==> src/rtl/ad7606_emu_if.sv <==
// Parallel AD7606 bus between the controller (master) and the ADC responder (slave).
interface ad7606_emu_if;
    logic        ad_convstab;
    logic        ad_cs;
    logic        ad_rd;
    logic        ad_reset;
    logic [2:0]  ad_os;
    logic [15:0] ad_data;
    logic        ad_busy;
    logic        first_data;
    logic [1:0]  state_out;

    modport master (
        output ad_convstab, ad_cs, ad_rd, ad_reset, ad_os,
        input  ad_data, ad_busy, first_data, state_out
    );

    modport slave (
        input  ad_convstab, ad_cs, ad_rd, ad_reset, ad_os,
        output ad_data, ad_busy, first_data, state_out
    );
endinterface

==> src/rtl/ad7606_emu.sv <==
// AD7606 responder: BUSY timing, 8-channel deterministic snapshot, CS/RD readout.
// Optional AD_EMU_LFSR_EN scrambles the low byte of each sample with a 16-bit LFSR.
module ad7606_emu #(
    parameter int unsigned CONV_CYCLES = 200,
    parameter logic [12:0] CNT_INIT    = 13'd0
) (
    input  logic         clk,
    input  logic         rst,
    ad7606_emu_if.slave  bus
);

    localparam int unsigned DATA_W = 16;
    localparam int unsigned CNT_W  = 13;
    localparam int unsigned NCH    = 8;
    localparam int unsigned PTR_W  = 3;
    localparam int unsigned OS_W   = 3;
    localparam int unsigned BUSY_W = $clog2(CONV_CYCLES * 64 + 1);

    localparam logic [1:0] S_IDLE  = 2'd0;
    localparam logic [1:0] S_CONV  = 2'd1;
    localparam logic [1:0] S_READY = 2'd2;

    logic [1:0]        state_q,    state_d;
    logic              busy_q,     busy_d;
    logic [DATA_W-1:0] data_q,     data_d;
    logic              first_q,    first_d;
    logic [PTR_W-1:0]  ptr_q,      ptr_d;
    logic [CNT_W-1:0]  conv_cnt_q, conv_cnt_d;
    logic [BUSY_W-1:0] busy_cnt_q, busy_cnt_d;
    logic [DATA_W-1:0] snap_q [NCH];
    logic [DATA_W-1:0] snap_d [NCH];
    logic              convst_q;
    logic              rd_q;

    logic              convst_rise;
    logic              rd_fall;
    logic [OS_W-1:0]   os_eff;
    logic [BUSY_W-1:0] conv_len_m1;

`ifdef AD_EMU_LFSR_EN
    logic [DATA_W-1:0] lfsr_q, lfsr_d;
    logic              lfsr_fb;
`endif

    // Edge detection against a one-cycle registered copy of the raw inputs
    always_ff @(posedge clk) begin
        convst_q <= bus.ad_convstab;
        rd_q     <= bus.ad_rd;
    end

    assign convst_rise = bus.ad_convstab & ~convst_q;
    assign rd_fall     = ~bus.ad_rd & rd_q & ~bus.ad_cs;
    assign os_eff      = (bus.ad_os == 3'd7) ? OS_W'(0) : bus.ad_os;
    assign conv_len_m1 = BUSY_W'(BUSY_W'(CONV_CYCLES) << os_eff) - BUSY_W'(1);

`ifdef AD_EMU_LFSR_EN
    assign lfsr_fb = lfsr_q[15] ^ lfsr_q[13] ^ lfsr_q[12] ^ lfsr_q[10];
`endif

    // Next-state and output logic; a read sampled on the completion edge uses
    // the old snapshot, then the snapshot load and pointer clear take over.
    always_comb begin
        state_d    = state_q;
        busy_d     = busy_q;
        data_d     = data_q;
        first_d    = first_q;
        ptr_d      = ptr_q;
        conv_cnt_d = conv_cnt_q;
        busy_cnt_d = busy_cnt_q;
        snap_d     = snap_q;
`ifdef AD_EMU_LFSR_EN
        lfsr_d     = lfsr_q;
`endif

        if (rd_fall) begin
            data_d  = snap_q[ptr_q];
            first_d = (ptr_q == PTR_W'(0));
            ptr_d   = PTR_W'(ptr_q + PTR_W'(1));
        end

        case (state_q)
            S_IDLE, S_READY: begin
                if (convst_rise) begin
                    state_d    = S_CONV;
                    busy_d     = 1'b1;
                    busy_cnt_d = conv_len_m1;
                end
            end
            S_CONV: begin
                if (busy_cnt_q == BUSY_W'(0)) begin
                    for (int ch = 0; ch < NCH; ch++) begin
                        snap_d[ch] = {PTR_W'(ch), conv_cnt_q};
`ifdef AD_EMU_LFSR_EN
                        snap_d[ch][7:0] = snap_d[ch][7:0] ^ lfsr_q[7:0] ^ {5'b0, PTR_W'(ch)};
`endif
                    end
`ifdef AD_EMU_LFSR_EN
                    lfsr_d     = {lfsr_q[14:0], lfsr_fb};
`endif
                    state_d    = S_READY;
                    busy_d     = 1'b0;
                    conv_cnt_d = CNT_W'(conv_cnt_q + CNT_W'(1));
                    ptr_d      = PTR_W'(0);
                end else begin
                    busy_cnt_d = BUSY_W'(busy_cnt_q - BUSY_W'(1));
                end
            end
            default: begin
                state_d = S_IDLE;
                busy_d  = 1'b0;
            end
        endcase
    end

    // State register; both resets are synchronous and clear everything
    always_ff @(posedge clk) begin
        if (rst || bus.ad_reset) begin
            state_q    <= S_IDLE;
            busy_q     <= 1'b0;
            data_q     <= '0;
            first_q    <= 1'b0;
            ptr_q      <= '0;
            conv_cnt_q <= CNT_INIT;
            busy_cnt_q <= '0;
            for (int i = 0; i < NCH; i++) snap_q[i] <= '0;
`ifdef AD_EMU_LFSR_EN
            lfsr_q     <= 16'hACE1;
`endif
        end else begin
            state_q    <= state_d;
            busy_q     <= busy_d;
            data_q     <= data_d;
            first_q    <= first_d;
            ptr_q      <= ptr_d;
            conv_cnt_q <= conv_cnt_d;
            busy_cnt_q <= busy_cnt_d;
            snap_q     <= snap_d;
`ifdef AD_EMU_LFSR_EN
            lfsr_q     <= lfsr_d;
`endif
        end
    end

    assign bus.ad_busy    = busy_q;
    assign bus.ad_data    = data_q;
    assign bus.first_data = first_q;
    assign bus.state_out  = state_q;

endmodule

==> src/flat_wrapper.sv <==
// flat-port wrapper written by rule: the top's interface ports become plain ports
module ad7606_emu_flat 
#(
    parameter int unsigned CONV_CYCLES = 200,
    parameter logic [12:0] CNT_INIT    = 13'd0
)
  (clk, rst, bus_ad_convstab, bus_ad_cs, bus_ad_rd, bus_ad_reset, bus_ad_os, bus_ad_data, bus_ad_busy, bus_first_data, bus_state_out);
  ad7606_emu_if bus_i ();
  input  logic clk;
  input  logic rst;
  input wire logic [$bits(bus_i.ad_convstab)-1:0] bus_ad_convstab;
  input wire logic [$bits(bus_i.ad_cs)-1:0] bus_ad_cs;
  input wire logic [$bits(bus_i.ad_rd)-1:0] bus_ad_rd;
  input wire logic [$bits(bus_i.ad_reset)-1:0] bus_ad_reset;
  input wire logic [$bits(bus_i.ad_os)-1:0] bus_ad_os;
  output wire logic [$bits(bus_i.ad_data)-1:0] bus_ad_data;
  output wire logic [$bits(bus_i.ad_busy)-1:0] bus_ad_busy;
  output wire logic [$bits(bus_i.first_data)-1:0] bus_first_data;
  output wire logic [$bits(bus_i.state_out)-1:0] bus_state_out;
  assign bus_i.ad_convstab = bus_ad_convstab;
  assign bus_i.ad_cs = bus_ad_cs;
  assign bus_i.ad_rd = bus_ad_rd;
  assign bus_i.ad_reset = bus_ad_reset;
  assign bus_i.ad_os = bus_ad_os;
  assign bus_ad_data = bus_i.ad_data;
  assign bus_ad_busy = bus_i.ad_busy;
  assign bus_first_data = bus_i.first_data;
  assign bus_state_out = bus_i.state_out;
  ad7606_emu #(.CONV_CYCLES(CONV_CYCLES), .CNT_INIT(CNT_INIT)) u_core (.clk(clk), .rst(rst), .bus(bus_i));
endmodule
==> config.mk <==
export PLATFORM = sky130hd
export DESIGN_NAME = ad7606_emu_flat
export DESIGN_NICKNAME = d
export VERILOG_FILES = /design/src/rtl/ad7606_emu_if.sv /design/src/rtl/ad7606_emu.sv /design/src/flat_wrapper.sv
export SDC_FILE = /design/constraint.sdc
export NUM_CORES = 1
export LEC_CHECK = 0
export ABC_AREA = 1
export CORE_MARGIN = 8
export CORE_UTILIZATION = 39
export CTS_BUF_LIST = sky130_fd_sc_hd__clkbuf_2
export DETAILED_ROUTE_END_ITERATION = 8
export PLACE_DENSITY_LB_ADDON = 0.05
export SYNTH_ARGS = -nofsm -noshare
export SYNTH_HDL_FRONTEND = slang
export SYNTH_SLANG_ARGS = --single-unit
==> constraint.sdc <==
create_clock -name clk -period 2.1 [get_ports clk]
set_input_delay 0.42 -clock clk [delete_from_list [all_inputs] [get_ports clk]]
set_output_delay 0.42 -clock clk [all_outputs]
set_load 0.1 [all_outputs]
==> metrics.cfg, run 1 <==
[status]
status = complete, no violations

[critical_path]
worstPathArrival_ns = 2.29
critPathKind = reg -> reg
required_ns = 2.48
cp-start-kind = flip-flop
crit_fanout = 16
critPathCaptureType = flip-flop

[detailed_routing]
totalWireLength_mm = 7.69
routedWlPerCell_um = 12.7
vias = 2921
drtAntennaViolNets = 0
drt_pass1_iterations = 4
drc_errors = 0
drtIter0Drc = 134
vias_per_cell = 4.84

[timing]
finalWorstSetupSlack_ns = 0.191
rsz0062_at_grt = no
min_period_ns = 1.91
hold_violations = 0
setup-violations-final = 0
relSlewSlack_pct = 69.5
slew_violations = 0
max_clock_freq_mhz = 524
worst_pin_slew_ns = 0.453
clock_skew_ns = 0.0213
fin_crit_sh_pct = 90.9

[job]
drv_cap = 0

[cts]
numCtsBuffers = 9
hold_buffers = 0
cts_resized = 0
cts_tree = built
clk_pin_slew_ns = 0.21
cts_setup_buffers = 0
cts.sinks = 66
clock_latency_ns = 0.49
htreeDepth = 3
ctsLongestPathBuffers = 2
cts-root-buf = clkbuf_2

[floorplan]
die_w_um = 106
die_h_um = 106
die_area_um2 = 11300
pin_count = 29
num_rows = 33
fp.coreArea_um2 = 8050
initial_core_util_pct = 39.6

[synth]
synth_top_area_share_pct = 41.5
synth_area_um2 = 3190
dominantRegCellSynth = dfxtp_1
synth_common_cells = nand2_1, dfxtp_1, nor2_1
synth_edf_count = 0
synth_nets = 465
yosysUniqueCellTypes = 34
synth_most_common_cell = nand2_1
yosysWarnings = 0
seq_area_frac_synth_pct = 41.5
ys_seq_elements = 66
synth_area_per_cell_um2 = 7.09
synth_top_area_cell = dfxtp_1
yosys-top-cells-area = dfxtp_1, nand2_1, a21oi_1
async_reset_ff_share_pct = 0
synth_cells = 449

[finish]
drive_above_1_share_pct = 16.2
seqCellArea_um2 = 1320
layout.nets = 510
area_growth_pct = 19.0
multiInputGateArea_um2 = 1580
n_antenna_cell = 0
fillers = 849

[global_route]
grt_use_total_pct = 14.5
antenna_found_initial = 0
grt_remaining_overflow = 0
grt_max_degree = 32
grt_pass1_vias = 2837
grt_first_pass_wirelength_mm = 13.4

[placed_design]
globalplace.congestion = 0.883
io_buffers = 28
post-place-ws_ns = -0.228
dp_hpwl_mm = 5.60

[power]
switching_share_pct = 29.8
power.switching_mw = 0.772
combPwrFrac_pct = 15.1
ir_worst_vdd_mv = 0.394
p_leak_nw = 1.59
p_total_mw = 2.59
power.internal_mw = 1.82
powerDensity_nw_per_um2 = 684
power_frac_clock_pct = 34.8
p_seq_share_pct = 50.1

[hold_path]
hold_class = in -> reg

[state kept, by name (all words and copies together), names as in the netlist]
signal / flops
u_core.bus.state_out: 2
u_core.ptr_q: 3
u_core.busy_cnt_q: 14
u_core.convst_q: 1
u_core.bus.first_data: 1
u_core.bus.ad_busy: 1
u_core.conv_cnt_q: 13
u_core.snap_q: 14
u_core.rd_q: 1
u_core.bus.ad_data: 16
[cell families (layout without fill, tap and decap cells)]
group	count (synthesis)	count (layout)	synth area share, %
xor+xnor	11	11	3.02
fa+ha+maj	7	7	2.75
compound gates	94	94	15.8
buf+inv	66	116	9.19
flops	66	66	41.5
simple gates	205	205	27.7
[stage by stage]
step / hold slack, ns / TNS [ns] / std cells / utilization [%] / area (µm²)
4_1_cts: 0.349 / 0 / 604 / 47.1 / 3790
3_3_place_gp: 0.455 / -1.10 / 588 / 45.3 / 3640
3_5_place_dp: 0.461 / -1.60 / 588 / 45.3 / 3640
2_1_floorplan: 0.443 / 0 / 449 / - / 3190
5_1_grt: 0.311 / 0 / 604 / 47.1 / 3790
6_report: 0.411 / 0 / 604 / 47.1 / 3790
[worst max-delay path: stages (launching register included)]
cell,delay [ns]
dfxtp_1,0.38
or2_1,0.21
nor3_1,0.37
nand3_1,0.25
nand2_2,0.19
inv_2,0.16
o21ai_0,0.18
a21oi_1,0.05
[cell usage in the layout, fill, tap and decap left out, types with 2 or more instances in the layout]
cell / synthesis / final
buf_12: 0 / 2
nor2_2: 5 / 5
inv_2: 5 / 5
nand2_1: 89 / 89
or2_1: 2 / 2
nor3_1: 11 / 10
ha_1: 7 / 7
a21oi_1: 43 / 43
buf_4: 3 / 41
o21ai_1: 8 / 8
nand2_2: 3 / 3
o21ai_0: 34 / 34
clkdlybuf4s50_1: 0 / 8
nor4_1: 2 / 2
bufinv_16: 0 / 2
nor2_1: 57 / 57
nand4_1: 4 / 4
clkinvlp_4: 0 / 2
nand3_1: 28 / 28
a211oi_2: 2 / 2
xor2_1: 8 / 8
dfxtp_2: 0 / 2
inv_1: 42 / 42
dfxtp_1: 66 / 64
clkinv_1: 2 / 2
clkbuf_2: 0 / 9
xnor2_1: 3 / 3
o211ai_1: 2 / 2
a211oi_1: 2 / 2
clkinv_4: 0 / 2
[power groups by stage]
| stage | sequential [mW] | combinational [mW] | clock (mW) |
|---|---|---|---|
| 3_3_place_gp | 1.32 | 0.394 | 0 |
| 4_1_cts | 1.30 | 0.394 | 0.941 |
| 3_5_place_dp | 1.32 | 0.393 | 0 |
| 5_1_grt | 1.30 | 0.439 | 1.00 |
| 6_report | 1.30 | 0.392 | 0.902 |
| 2_1_floorplan | 1.37 | 0.212 | 0 |
[layer usage]
| metal | global-route usage, % | vias to the layer above | wire [µm] |
|---|---|---|---|
| li1 | - | 1544 | - |
| met1 | 16.6 | 1327 | 3570 |
| met2 | 24.6 | 46 | 3730 |
| met3 | 4.66 | 4 | 327 |
| met4 | 5.53 | 0 | 61 |
| met5 | 0 | - | 0 |
[final timing paths]
check | start | to | slack (ns) | depth (start not counted)
setup / recovery | u_core.busy_cnt_q[7] | u_core.busy_cnt_q[5] | 0.19 | 7
hold / removal | bus_ad_rd | u_core.rd_q | 0.41 | 1
setup reg to reg | u_core.busy_cnt_q[7] | u_core.busy_cnt_q[5] | 0.19 | 7
hold reg to reg | u_core.conv_cnt_q[10] | u_core.conv_cnt_q[10] | 0.48 | 2
[layout make-up]
cell class	instances	share of cell area, %
Clock inverter	7	2.67
Clock buffer	9	1.19
Timing Repair Buffer	51	11.3
Inverter	49	4.85
Tap cell	105	3.47
Multi-Input combinational cell	317	41.6
Sequential cell	66	34.9
Power figures use the tool's default switching activity.
==> run 2: changes to the inputs <==
--- a/config.mk
+++ b/config.mk
@@ -11,6 +11,7 @@
 export CTS_BUF_LIST = sky130_fd_sc_hd__clkbuf_2
 export DETAILED_ROUTE_END_ITERATION = 8
 export PLACE_DENSITY_LB_ADDON = 0.05
+export SETUP_SLACK_MARGIN = 0.02
 export SYNTH_ARGS = -nofsm -noshare
 export SYNTH_HDL_FRONTEND = slang
 export SYNTH_SLANG_ARGS = --single-unit
==> results of run 2 <==
Same layout as run 1: the final DEF is identical, and so are final timing and power.
==> patch 1 (flow settings as in run 2) <==
Add a define of `AD_EMU_LFSR_EN`.
--- a/src/rtl/ad7606_emu.sv
+++ b/src/rtl/ad7606_emu.sv
@@ -1,5 +1,7 @@
 // AD7606 responder: BUSY timing, 8-channel deterministic snapshot, CS/RD readout.
 // Optional AD_EMU_LFSR_EN scrambles the low byte of each sample with a 16-bit LFSR.
+`define AD_EMU_LFSR_EN
+
 module ad7606_emu #(
     parameter int unsigned CONV_CYCLES = 200,
     parameter logic [12:0] CNT_INIT    = 13'd0
Function: no difference found for any inputs over 10 cycles, from zero or initial values; that may be too few to reach the edited logic, so the function may still have changed.
==> patch 1 against run 2 <==
- routed wire length rose by 27%
- largest cell class unchanged
- die area increased by 25%
- design area is 26% higher
- power increased by 17%
- worst setup slack improved by 0.11 ns
- area after synthesis up 30%
- clock power down 4.1%
- sequential cell count is 19 higher
- critical path type unchanged
- highest routed layer unchanged
- maximum frequency is 6.1% higher
==> patch 1: results <==
[global_routing]
antenna_found_initial = 0
grt_use_total = 0.143
grt_first_pass_wirelength_mm = 17.0
grt_pass1_vias = 3422
grt_max_degree = 40

[status]
outcome = complete, no violations

[synthesis]
ys_types = 38
syn-num-nets = 574
async_reset_ff_frac = 0
yosys-top-cells-area = dfxtp_1 (41%), nand2_1 (9.4%), nor2_1 (6.8%)
yosys-top-cells-count = nand2_1 (104), dfxtp_1 (85), nor2_1 (75), inv_1 (48), o21ai_0 (46)
synthMuxAreaShare = 0
yosys_warnings = 0
ys.flop_type = dfxtp_1
synth-adder-area-share = 0.0212
synth-compound-area-share = 0.147
yosysTopAreaCell = dfxtp_1
synth_xor_area_frac = 0.0381
synth-seq-area-share = 0.411

[setup_path]
cp.arrival_ns = 2.26
path_delay_family = simple AND/OR/NAND/NOR gates
cp_slowest_cell = dfxtp_1
max_stage_delay_ns = 0.39
critical_path_peak_fanout = 35

[worst_hold_path]
hold_class = input pin to flip-flop

[placed_design]
port_buffers = 28
gp_congestion = 0.887
hpwl_mm = 7.15

[clocking]
cts_buffers = 9
clock_path_buffers = 2
cts_root_buf = clkbuf_2
postCtsSetupRepairBufs = 0
insertion_delay_ns = 0.53
path_clk_slew_ns = 0.26
htreeDepth = 3

[timing]
clock_skew_ns = 0.0446
worst_slew_margin_rel = 0.699
drv_slew = 0

[power_and_ir_drop]
peakVddDrop_mv = 0.334
leakagePower_nw = 2.01
cellInternalPower_w = 0.00210

[finish]
fin_nets = 619
drive_gt1_frac = 0.201
largest_reg_flops = 17
n_fill_cell = 1069
antenna_cells = 0
seqCellArea_mm2 = 0.00170
regMostFlops = u_core.snap_q

[drt]
wire_per_inst_um = 13.1
num_vias = 3602
drt_first_iter_violations = 243
final_antenna_net_count = 0
firstDrtPassIters = 4
[patch 1: cell types whose count changed in the layout (fill, tap and decap cells not counted), sizes merged, moves of 6 or more]
cell	run 2	this run
nor2	63	87
xnor2	3	11
inv	48	57
dfxtp	66	85
nand3	29	42
a21oi	43	35
nand2	93	121
buf	43	49
a31oi	0	7
[patch 1: cell type report]
type | instances | area share
timing repair buffer | 57 | 0.0965
clock buffer | 9 | 0.00944
sequential | 85 | 0.357
tap | 136 | 0.0357
inverter | 57 | 0.0456
multi-input combinational | 393 | 0.440
clock inverter | 7 | 0.0152
[patch 1: worst reg2reg max path: cells and delay by family, from the launching register on]
family	cells	cell delay (ns)
and+or+nand+nor	7	0.85
DFF	1	0.39
buffers and inverters	1	0.35
AOI/OAI and AO/OA	1	0.17
[patch 1: stage by stage]
stage / instances / area, um^2 / power (W) / setup slack, ns / TNS, ns
2_1_floorplan: 558 / 4140 / 0.00204 / 0.105 / 0
3_3_place_gp: 728 / 4650 / 0.00220 / -0.207 / -1.59
3_5_place_dp: 728 / 4650 / 0.00219 / -0.220 / -1.93
4_1_cts: 744 / 4770 / 0.00308 / 0.0925 / 0
5_1_grt: 744 / 4770 / 0.00320 / 0.103 / 0
6_report: 744 / 4770 / 0.00303 / 0.301 / 0
[patch 1: path summary, 6_finish.rpt]
check / slack, ns / to / cells after the start / start
hold / removal: 0.35 / u_core.rd_q / 1 / bus_ad_rd
setup reg to reg: 0.30 / u_core.conv_cnt_q[4] / 9 / u_core.busy_cnt_q[4]
hold reg to reg: 0.45 / u_core.bus.ad_data[2] / 2 / u_core.snap_q[2]
setup / recovery: 0.30 / u_core.conv_cnt_q[4] / 9 / u_core.busy_cnt_q[4]
[patch 1: layer usage]
metal | track usage | vias to the layer above | wire length, um
li1 | - | 1893 | -
met1 | 0.208 | 1621 | 5250
met4 | 0.0458 | 0 | 136
met2 | 0.202 | 76 | 3870
met5 | 0 | - | 0
met3 | 0.0316 | 12 | 497
[patch 1: repair_timing]
| action | 4_1_cts | 5_1_grt |
|---|---|---|
| hold buffers | 0 | 0 |
| setup endpoints to repair | 0 | 10 |
| gates resized for setup | 0 | 2 |
[patch 1: logic make-up after synthesis]
logic type | count (synthesis)
adders and majority gates | 7
and+or+nand+nor | 265
AOI/OAI and AO/OA | 103
xor gates and xnor gates | 18
buffers and inverters | 80
DFF | 85
[patch 1: power by group through the flow]
stage	registers, W	clock network [W]	logic [W]
floorplan	0.00175	0	0.000290
global placement	0.00170	0	0.000498
detailed placement	0.00170	0	0.000492
CTS	0.00167	0.000916	0.000494
global route	0.00168	0.000973	0.000546
finish	0.00167	0.000865	0.000493
==> patch 2 (settings of run 2) <==
Made on the original files. `CONV_CYCLES` is set to 200 in 2 places; all go to 100.
--- a/src/rtl/ad7606_emu.sv
+++ b/src/rtl/ad7606_emu.sv
@@ -1,7 +1,7 @@
 // AD7606 responder: BUSY timing, 8-channel deterministic snapshot, CS/RD readout.
 // Optional AD_EMU_LFSR_EN scrambles the low byte of each sample with a 16-bit LFSR.
 module ad7606_emu #(
-    parameter int unsigned CONV_CYCLES = 200,
+    parameter int unsigned CONV_CYCLES = 100,
     parameter logic [12:0] CNT_INIT    = 13'd0
 ) (
     input  logic         clk,
--- a/src/flat_wrapper.sv
+++ b/src/flat_wrapper.sv
@@ -1,7 +1,7 @@
 // flat-port wrapper written by rule: the top's interface ports become plain ports
 module ad7606_emu_flat 
 #(
-    parameter int unsigned CONV_CYCLES = 200,
+    parameter int unsigned CONV_CYCLES = 100,
     parameter logic [12:0] CNT_INIT    = 13'd0
 )
   (clk, rst, bus_ad_convstab, bus_ad_cs, bus_ad_rd, bus_ad_reset, bus_ad_os, bus_ad_data, bus_ad_busy, bus_first_data, bus_state_out);
Formal check against the unedited RTL: no difference found for any inputs over 10 cycles, from zero or initial values; that may be too few to reach the edited logic, so the function may still have changed.
==> patch 2 against run 2 <==
- sequential cell count is 1 lower
- maximum frequency is 2.8% higher
- combinational power is 10% higher
- sequential share of layout area is 1.5 points lower
- design area is 2.8% higher
- worst setup slack better by 0.052 ns
- routed wire length is 2.4% lower
- power is 3.9% lower
- non-clock buffer count is 9 higher
- area after synthesis is 1.5% higher
- largest power group unchanged
- highest routed layer unchanged
==> patch 2: results <==
[setup_path]
max_stage_delay_ns = 0.45
cp_slowest_cell = clkdlybuf4s50_1
critical_path_peak_fanout = 7
worstPathRequired_ns = 2.50

[synthesis]
syn-num-nets = 463
synth-seq-area-share = 0.402
synth_cells = 447
synth-compound-area-share = 0.133
yosys-top-cells-area = dfxtp_1 (40%), nand2_1 (9.7%), nor2_1 (6.7%)
ys.flop_type = dfxtp_1
synth-adder-area-share = 0.0271
yosys-top-cells-count = nand2_1 (84), dfxtp_1 (65), nor2_1 (58), a21oi_1 (42), inv_1 (39)
synth_xor_area_frac = 0.0379
ys_types = 36

[global_routing]
grt_use_total = 0.138
grtUsageMet3 = 0.0288
met1_usage = 0.194
antenna_found_initial = 0
grt_first_pass_wirelength_mm = 12.9
grt_pass1_vias = 2697
grt_max_degree = 33
gr-usage-met2 = 0.199

[timing]
worst_pin_slew_ns = 0.433
period_needed_ns = 1.86
clock_skew_ns = 0.0331
fin_hold_ws_ns = 0.399

[finish]
fin_nets = 516
n_fill_cell = 856
drive_gt1_frac = 0.206

[placed_design]
gp_congestion = 0.834
hpwl_mm = 5.53
pre_cts_ws_ns = -0.264

[drt]
num_vias = 2941
drt_first_iter_violations = 122
routed_wl_mm = 7.51

[clocking]
postCtsSetupRepairBufs = 0
cts_root_buf = clkbuf_2
path_clk_slew_ns = 0.20
clock_path_buffers = 2

[power_and_ir_drop]
leakagePower_nw = 1.68
peakVddDrop_mv = 0.381

[status]
outcome = complete, no violations

[worst_hold_path]
hold_class = input pin to flip-flop
## patch 2: worst max-delay path: cells and delay by family
kind | cells | cell delay, ns
adders and majority gates | 1 | 0.24
buffers and inverters | 3 | 0.57
xor gates and xnor gates | 1 | 0.17
AOI/OAI and AO/OA | 1 | 0.14
and+or+nand+nor | 5 | 0.72
## patch 2: logic make-up (layout without fill, tap and decap cells)
kind of cell | after synthesis | after routing
adders and majority gates | 7 | 7
and+or+nand+nor | 214 | 214
AOI/OAI and AO/OA | 82 | 82
DFF | 65 | 65
xor gates and xnor gates | 14 | 14
buffers and inverters | 65 | 123
## patch 2: through the flow
step	setup TNS [ns]	power, W	cells	cell area, um^2
2_1_floorplan	0	0.00159	447	3240
3_3_place_gp	-1.50	0.00173	594	3770
3_5_place_dp	-1.91	0.00173	594	3770
4_1_cts	0	0.00253	610	3900
5_1_grt	0	0.00264	610	3900
6_report	0	0.00249	610	3900
## patch 2: layout make-up
class / instances / area, um^2 / share of cell area
clock buffers: 9 / 45.0 / 0.0116
clock inverters: 7 / 78.8 / 0.0202
inverters: 47 / 178 / 0.0456
multi-input cells: 317 / 1650 / 0.424
flip-flops and latches: 65 / 1300 / 0.335
well taps: 105 / 131 / 0.0337
repair buffers: 60 / 508 / 0.130
## patch 2: power breakdown
part           total, W  leakage (nW)  internal (W)  switching (W)
clock          0.000781        0.0764      0.000286       0.000495
combinational  0.000432          1.08      0.000162       0.000270
sequential      0.00128         0.527       0.00126      0.0000151
## patch 2: final timing paths
path,start,cells after the start,end
setup reg to reg,u_core.bus.state_out[1],12,u_core.busy_cnt_q[10]
setup / recovery,bus_ad_os[0],11,u_core.busy_cnt_q[6]
hold reg to reg,u_core.bus.ad_busy,2,u_core.bus.ad_busy
hold / removal,bus_ad_convstab,1,u_core.convst_q
## patch 2: layer usage
metal / wire (um) / vias to the layer above
li1: - / 1562
met1: 3920 / 1326
met2: 3170 / 43
met3: 315 / 10
met4: 102 / 0
met5: 0 / -
